<file path="src/rtl/axi_wq_pkg.sv">
`default_nettype none
// +--------------------------------------------------------------------------+
// | axi_wq_pkg : shared types and defaults for the AXI-Lite write queue       |
// | Revision   : 1.0                                                          |
// +--------------------------------------------------------------------------+
package axi_wq_pkg;

  localparam int c_depth_default   = 8;
  localparam int c_timeout_default = 1024;

  typedef struct packed {
    logic [31:0] addr;
    logic [31:0] data;
  } wr_entry_t;

  typedef enum logic [0:0] {
    IDLE  = 1'b0,
    ISSUE = 1'b1
  } wq_state_t;

endpackage
`default_nettype wire

</file>
<file path="src/rtl/ADAM_SEQ.sv">
`default_nettype none
// +--------------------------------------------------------------------------+
// | ADAM_SEQ : clock / synchronous active-high reset bundle                   |
// | Revision : 1.0                                                            |
// +--------------------------------------------------------------------------+
interface ADAM_SEQ;
  logic clk;
  logic rst;

  modport Master (output clk, output rst);
  modport Slave  (input clk, input rst);
endinterface
`default_nettype wire

</file>
<file path="src/rtl/wq_fifo.sv">
`default_nettype none
// +--------------------------------------------------------------------------+
// | wq_fifo  : synchronous FIFO of write entries with keep-head flush and a   |
// |            look-ahead view of the next head entry                         |
// | Revision : 1.0                                                            |
// +--------------------------------------------------------------------------+
module wq_fifo
  import axi_wq_pkg::*;
#(
  parameter int DEPTH = c_depth_default
) (
  input  logic                         clk,
  input  logic                         rst,
  input  logic                         push,
  input  wr_entry_t                    push_entry,
  input  logic                         pop,
  input  logic                         flush_all,
  input  logic                         flush_keep_head,
  output wr_entry_t                    head_nxt,
  output logic [$clog2(DEPTH+1)-1:0]   level,
  output logic [$clog2(DEPTH+1)-1:0]   level_nxt
);

  localparam int c_aw = $clog2(DEPTH);
  localparam int c_lw = $clog2(DEPTH+1);

  wr_entry_t         r_mem [DEPTH];
  logic [c_aw-1:0]   r_rd_ptr;
  logic [c_aw-1:0]   r_wr_ptr;
  logic [c_lw-1:0]   r_level;
  logic [c_aw-1:0]   w_rd_ptr_nxt;
  logic [c_aw-1:0]   w_wr_ptr_nxt;
  logic [c_lw-1:0]   w_rem;
  logic              w_write;

  assign w_write = push && !flush_all && !flush_keep_head;
  assign level   = r_level;

  always_comb begin
    w_rem        = r_level - c_lw'(pop);
    w_rd_ptr_nxt = r_rd_ptr + c_aw'(pop);
    // With nothing left after the pop, the next head is the entry arriving now.
    head_nxt     = (w_rem == '0) ? push_entry : r_mem[w_rd_ptr_nxt];
    w_wr_ptr_nxt = r_wr_ptr;
    level_nxt    = r_level;
    if (flush_all) begin
      w_wr_ptr_nxt = w_rd_ptr_nxt;
      level_nxt    = '0;
    end else if (flush_keep_head) begin
      if (pop || (r_level == '0)) begin
        w_wr_ptr_nxt = w_rd_ptr_nxt;
        level_nxt    = '0;
      end else begin
        w_wr_ptr_nxt = r_rd_ptr + c_aw'(1);
        level_nxt    = c_lw'(1);
      end
    end else begin
      w_wr_ptr_nxt = r_wr_ptr + c_aw'(w_write);
      level_nxt    = w_rem + c_lw'(w_write);
    end
  end

  always_ff @(posedge clk) begin
    if (rst) begin
      r_rd_ptr <= '0;
      r_wr_ptr <= '0;
      r_level  <= '0;
    end else begin
      r_rd_ptr <= w_rd_ptr_nxt;
      r_wr_ptr <= w_wr_ptr_nxt;
      r_level  <= level_nxt;
    end
  end

  always_ff @(posedge clk) begin
    if (w_write) begin
      r_mem[r_wr_ptr] <= push_entry;
    end
  end

endmodule
`default_nettype wire

</file>
<file path="src/rtl/axi_write_queue.sv">
`default_nettype none
// +--------------------------------------------------------------------------+
// | axi_write_queue : buffered req/ack write source for the AXI-Lite write    |
// |                   stage FSM port. Optional ack watchdog: AXI_WQ_TIMEOUT_EN |
// | Revision        : 1.0                                                     |
// +--------------------------------------------------------------------------+
module axi_write_queue
  import axi_wq_pkg::*;
#(
  parameter int DEPTH          = c_depth_default,
  parameter int TIMEOUT_CYCLES = c_timeout_default
) (
  ADAM_SEQ.Slave                       seq_port,
  input  logic                         push_valid_i,
  output logic                         push_ready_o,
  input  logic [31:0]                  push_addr_i,
  input  logic [31:0]                  push_data_i,
  input  logic                         flush_i,
  output logic [31:0]                  wr_adress_o,
  output logic [31:0]                  wr_data_o,
  output logic                         wr_req_o,
  input  logic                         wr_ack_i,
  output logic [$clog2(DEPTH+1)-1:0]   level_o,
  output logic                         empty_o,
  output logic                         full_o,
  output logic                         idle_o,
  output logic                         timeout_o
);

  localparam int c_lw = $clog2(DEPTH+1);

  logic              w_clk;
  logic              w_rst;
  wq_state_t         r_state;
  wq_state_t         w_state_nxt;
  logic              w_load;
  logic              w_push;
  logic              w_pop;
  wr_entry_t         w_push_entry;
  wr_entry_t         w_head_nxt;
  logic [c_lw-1:0]   w_level;
  logic [c_lw-1:0]   w_level_nxt;
  logic [31:0]       r_addr;
  logic [31:0]       r_data;

  assign w_clk = seq_port.clk;
  assign w_rst = seq_port.rst;

  assign empty_o      = (w_level == '0);
  assign full_o       = (w_level == c_lw'(DEPTH));
  assign push_ready_o = !full_o;
  assign level_o      = w_level;
  assign wr_req_o     = (r_state == ISSUE);
  assign idle_o       = empty_o && (r_state == IDLE);
  assign wr_adress_o  = r_addr;
  assign wr_data_o    = r_data;

  // A flush always wins over a same-cycle push; readiness is unaffected.
  assign w_push       = push_valid_i && push_ready_o && !flush_i;
  assign w_pop        = (r_state == ISSUE) && wr_ack_i;
  assign w_push_entry = '{addr: push_addr_i, data: push_data_i};

  wq_fifo #(
    .DEPTH (DEPTH)
  ) u_fifo (
    .clk             (w_clk),
    .rst             (w_rst),
    .push            (w_push),
    .push_entry      (w_push_entry),
    .pop             (w_pop),
    .flush_all       (flush_i && (r_state == IDLE)),
    .flush_keep_head (flush_i && (r_state == ISSUE)),
    .head_nxt        (w_head_nxt),
    .level           (w_level),
    .level_nxt       (w_level_nxt)
  );

  always_comb begin
    w_state_nxt = r_state;
    w_load      = 1'b0;
    case (r_state)
      IDLE: begin
        if (w_level_nxt != '0) begin
          w_state_nxt = ISSUE;
          w_load      = 1'b1;
        end
      end
      ISSUE: begin
        if (w_pop) begin
          if (w_level_nxt != '0) begin
            w_load = 1'b1;
          end else begin
            w_state_nxt = IDLE;
          end
        end
      end
      default: w_state_nxt = IDLE;
    endcase
  end

  always_ff @(posedge w_clk) begin
    if (w_rst) begin
      r_state <= IDLE;
      r_addr  <= '0;
      r_data  <= '0;
    end else begin
      r_state <= w_state_nxt;
      if (w_load) begin
        r_addr <= w_head_nxt.addr;
        r_data <= w_head_nxt.data;
      end
    end
  end

`ifdef AXI_WQ_TIMEOUT_EN
  localparam int c_cw = $clog2(TIMEOUT_CYCLES+1);

  logic [c_cw-1:0] r_wd_cnt;
  logic            r_timeout;

  // Counts consecutive un-acked ISSUE cycles; the flag is sticky until reset.
  always_ff @(posedge w_clk) begin
    if (w_rst) begin
      r_wd_cnt  <= '0;
      r_timeout <= 1'b0;
    end else begin
      if ((r_state != ISSUE) || wr_ack_i) begin
        r_wd_cnt <= '0;
      end else if (r_wd_cnt != c_cw'(TIMEOUT_CYCLES)) begin
        r_wd_cnt <= r_wd_cnt + c_cw'(1);
      end
      if ((r_state == ISSUE) && !wr_ack_i && (r_wd_cnt == c_cw'(TIMEOUT_CYCLES-1))) begin
        r_timeout <= 1'b1;
      end
    end
  end

  assign timeout_o = r_timeout;
`else
  logic w_unused_timeout_cfg;
  assign w_unused_timeout_cfg = ^TIMEOUT_CYCLES;
  assign timeout_o            = 1'b0;
`endif

endmodule
`default_nettype wire

</file>
<file path="src/flat_wrapper.sv">
// flat-port wrapper written by rule: the top's interface ports become plain ports
module axi_write_queue_flat import axi_wq_pkg::*;
#(
  parameter int DEPTH          = c_depth_default,
  parameter int TIMEOUT_CYCLES = c_timeout_default
)
  (push_valid_i, push_ready_o, push_addr_i, push_data_i, flush_i, wr_adress_o, wr_data_o, wr_req_o, wr_ack_i, level_o, empty_o, full_o, idle_o, timeout_o, seq_port_clk, seq_port_rst);
  ADAM_SEQ seq_port_i ();
  input  logic push_valid_i;
  output logic push_ready_o;
  input  logic [31:0] push_addr_i;
  input  logic [31:0] push_data_i;
  input  logic flush_i;
  output logic [31:0] wr_adress_o;
  output logic [31:0] wr_data_o;
  output logic wr_req_o;
  input  logic wr_ack_i;
  output logic [$clog2(DEPTH+1)-1:0] level_o;
  output logic empty_o;
  output logic full_o;
  output logic idle_o;
  output logic timeout_o;
  input wire logic [$bits(seq_port_i.clk)-1:0] seq_port_clk;
  input wire logic [$bits(seq_port_i.rst)-1:0] seq_port_rst;
  assign seq_port_i.clk = seq_port_clk;
  assign seq_port_i.rst = seq_port_rst;
  axi_write_queue #(.DEPTH(DEPTH), .TIMEOUT_CYCLES(TIMEOUT_CYCLES)) u_core (.seq_port(seq_port_i), .push_valid_i(push_valid_i), .push_ready_o(push_ready_o), .push_addr_i(push_addr_i), .push_data_i(push_data_i), .flush_i(flush_i), .wr_adress_o(wr_adress_o), .wr_data_o(wr_data_o), .wr_req_o(wr_req_o), .wr_ack_i(wr_ack_i), .level_o(level_o), .empty_o(empty_o), .full_o(full_o), .idle_o(idle_o), .timeout_o(timeout_o));
endmodule
</file>
<file path="config.mk">
export PLATFORM = sky130hd
export DESIGN_NAME = axi_write_queue_flat
export DESIGN_NICKNAME = d
export VERILOG_FILES = /design/src/rtl/axi_wq_pkg.sv /design/src/rtl/ADAM_SEQ.sv /design/src/rtl/wq_fifo.sv /design/src/rtl/axi_write_queue.sv /design/src/flat_wrapper.sv
export SDC_FILE = /design/constraint.sdc
export NUM_CORES = 1
export LEC_CHECK = 0
export ABC_AREA = 1
export BUFFER_PORTS_ARGS = -buffer_cell sky130_fd_sc_hd__buf_4
export CORE_ASPECT_RATIO = 2
export CORE_MARGIN = 4
export CORE_UTILIZATION = 55
export CTS_CLUSTER_SIZE = 28
export DETAILED_ROUTE_END_ITERATION = 7
export PLACE_DENSITY = 0.76
export SLEW_MARGIN = 15
export SYNTH_ARGS = -nofsm -noshare
export SYNTH_HDL_FRONTEND = slang
export SYNTH_SLANG_ARGS = --single-unit
</file>
<file path="constraint.sdc">
create_clock -name seq_port_clk -period 4 [get_ports seq_port_clk]
set_input_delay 0.2 -clock seq_port_clk [delete_from_list [all_inputs] [get_ports seq_port_clk]]
set_output_delay 0.2 -clock seq_port_clk [all_outputs]
set_load 0.01 [all_outputs]
</file>
==> results.toml <==
[run_status]
result_of_the_run = "completed"

[timing]
final.hold.worst_slack_ns = 0.329
worst-slew-pin-transition_ns = 1.11
finalCritPeriodShare = 0.774
clock-skew-final_ns = 0.0117
rsz_0062_raised_after_global_routing = "no"
drv_slew = 0
finalCriticalPeriod_ns = 3.09
report.final.setup_viol = 0
slew_headroom = 0.257
clock.fmax_mhz = 323
timing.final.hold_violations = 0

[cts]
cts_max_path_buffers = 3
cts.repair_timing.setup_buffer_count = 0
cts.sinks = 587
worst_setup_hold_path_clk_slew_ns = 0.07
ctsHtreeMaxLevel = 2
clock-root-buffer = "clkbuf_16"
numCtsBuffers = 48
cts_tree = "done"
worstSkewPairLatency_ns = 0.56
cts.repair.resized = 0

[layout]
area_growth_from_synthesis_to_layout_pct = 15.3
post-route-cell-area_um2 = 27700
fillCellCount = 3204
layout.cells.most_common = "nor2_1"
layout_common_cells = "590 x nor2_1, 512 x edfxtp_1, 255 x o21ai_0"
final_layout_size_suffix_gt1_frac = 0.108
final_nets = 2411

[synthesis]
post_synth_xor_area_fraction = 0.000729
synth_top_family_by_area = "simple AND/OR/NAND/NOR gates"
synth_warnings = 0
synth-compound-area-share = 0.0759
synth_cell_types = 24
synth-adder-area-share = 0.00469
syn_area_um2 = 24000
postSynth.asyncResetShare = 0
cells_after_synthesis = 2188
synth.avg_cell_area_um2 = 11.0
synth_seq_cells = 587
syn_nets = 2266
muxShareOfSynthArea = 0
ys.flop_type = "edfxtp_1"
synthSimpleGateAreaFrac = 0.172
synth_edf_count = 512
synth_seq_area_share = 0.702

[grt]
globalRouteTotalUtil = 0.245
wire_length_of_the_first_global_routing_pass_um = 91800
initial_antenna_violation_count = 2
grt-ovfl-total = 0
grt_pass1_vias = 17000
grt_max_degree = 168

[critical_path]
worst_ep_required_time_ns = 4.44
critPathArrivalTime_ns = 3.54
critical_path.max_fanout = 99
critPathLaunchType = "flip-flop"
r2r_setup_slack_ns = 0.91
worstSetupPathType = "flip-flop to flip-flop"
timing.critical_path.to_type = "flip-flop"

[pwr]
total_leakage_power_nw = 10.2
ir_drop_v = 0.000650
power_density_nw_per_um2 = 601

[placement]
weighted_congestion_reported_at_the_end_of_routability_driven_placement = 0.816
detailed_place.area_um2 = 25600
io_port_bufs = 141
dpl.hpwl_um = 30200

[detailed_routing]
drt_first_pass_iters = 6
detail_route.vias_per_cell = 5.81
routed_wl_um = 59400
antenna_violating_nets_post_route = 0
drt-wirelength-per-cell_um = 20.3
routed-wl-met3_um = 4490
drt-met1-wl_um = 21900
vias = 17000
highest-signal-layer = "met4"
wl_met2_um = 30700
drt_iter0_markers = 1978
route.detailed.drc = 0

[die]
die_height_um = 304
std_cell_rows = 108
starting_density = 0.554
core_outline_area_um2 = 43400
dieArea_um2 = 47300
io_pins = 143
floorplan.die.width_um = 156

[job]
timing.max_cap.violations = 0

[min_path]
class_of_the_most_critical_hold_timing_path = "input pin to flip-flop"
==> path summary, 6_finish.rpt <==
path / depth (start not counted) / endpoint / from
min reg2reg: 4 / u_core.wr_data_o[23]$_SDFFE_PP0P_ / u_core.wr_data_o[23]$_SDFFE_PP0P_
min: 6 / u_core.u_fifo.r_wr_ptr[0]$_SDFF_PP0_ / push_valid_i
max: 13 / u_core.wr_adress_o[16]$_SDFFE_PP0P_ / u_core.wr_req_o$_SDFF_PP0_
max reg2reg: 13 / u_core.wr_adress_o[16]$_SDFFE_PP0P_ / u_core.wr_req_o$_SDFF_PP0_
==> flip-flops by register name, summed over array words and instances (netlist names) <==
signal and flops:
u_core.u_fifo.r_wr_ptr 3, u_core.wr_data_o 32, u_core.wr_adress_o 32, u_core.u_fifo.level 4
u_core.wr_req_o 1, u_core.u_fifo.r_rd_ptr 3, u_core.u_fifo.r_mem 512
==> cell usage after synthesis (all sizes together) (3+ instances only) <==
| cell type | instances | area share |
|---|---|---|
| a21oi | 3 | 0.00062 |
| o211ai | 66 | 0.021 |
| nand2 | 224 | 0.035 |
| o21ai | 260 | 0.054 |
| edfxtp | 512 | 0.64 |
| nor3 | 3 | 0.00083 |
| dfxtp | 75 | 0.062 |
| nand3 | 201 | 0.042 |
| nor2 | 600 | 0.094 |
| inv | 87 | 0.014 |
| buf | 86 | 0.022 |
| clkbuf | 56 | 0.0087 |
| ha | 9 | 0.0047 |
==> worst max-delay path: stages (launching register included) <==
cell and delay, ns:
dfxtp_1 0.35, nand2_1 0.10, inv_1 0.09, ha_4 0.65
inv_6 0.40, buf_4 0.38, nor2_1 0.15, nor2_1 0.05
o21ai_0 0.12, nand3_1 0.10, nand3_1 0.10, nand2_1 0.07
nor2_1 0.24, nor2_1 0.09
==> per-layer routing <==
layer,GRT usage,vias up
met3,0.0332,148
li1,-,7815
met1,0.300,8220
met4,0.109,0
met2,0.429,800
met5,0,-
==> logic make-up (layout without fill, tap and decap cells) <==
logic type | count (synthesis) | after routing
flip-flops | 587 | 587
AND/OR/NAND/NOR | 1029 | 1029
buffers and inverters | 229 | 411
AO/OA/AOI/OAI | 331 | 331
adder cells (fa/ha/maj) | 9 | 9
XOR/XNOR | 2 | 2
other | 1 | 3
==> what timing repair did <==
action                                 4_1_cts  5_1_grt
hold buffers                                67        0
setup endpoints to repair                    0        0
endpoints found under the hold margin      523        0
==> power breakdown <==
part | switching (mW) | internal [mW] | total (mW) | leakage [nW]
clock | 2.05 | 2.41 | 4.46 | 0.711
combinational | 3.26 | 1.62 | 4.89 | 4.27
sequential | 0.225 | 7.09 | 7.32 | 5.24
total | 5.54 | 11.1 | 16.7 | 10.2
==> through the flow <==
stage | cells | util | TNS, ns | worst slack (ns) | power (mW)
final | 2922 | 0.639 | 0 | 0.905 | 16.7
after global routing | 2922 | 0.639 | 0 | 0.654 | 17.6
after CTS | 2920 | 0.639 | 0 | 0.948 | 16.7
after detailed placement | 2766 | 0.590 | 0 | 0.995 | 12.2
after global placement | 2766 | 0.590 | 0 | 1.07 | 12.1
after floorplan | 2188 | - | -81.82 | -0.160 | 10.6
==> cell type report <==
| class | instances | area, µm² | area share |
|---|---|---|---|
| sequential | 587 | 16900 | 0.609 |
| multi-input combinational | 1372 | 6210 | 0.224 |
| timing repair buffer | 237 | 2130 | 0.0770 |
| clock buffer | 68 | 1350 | 0.0486 |
| tap | 550 | 688 | 0.0248 |
| inverter | 87 | 338 | 0.0122 |
| clock inverter | 19 | 121 | 0.00438 |
| antenna | 2 | 5.00 | 0.000181 |
(Power assumes the default switching activity.)
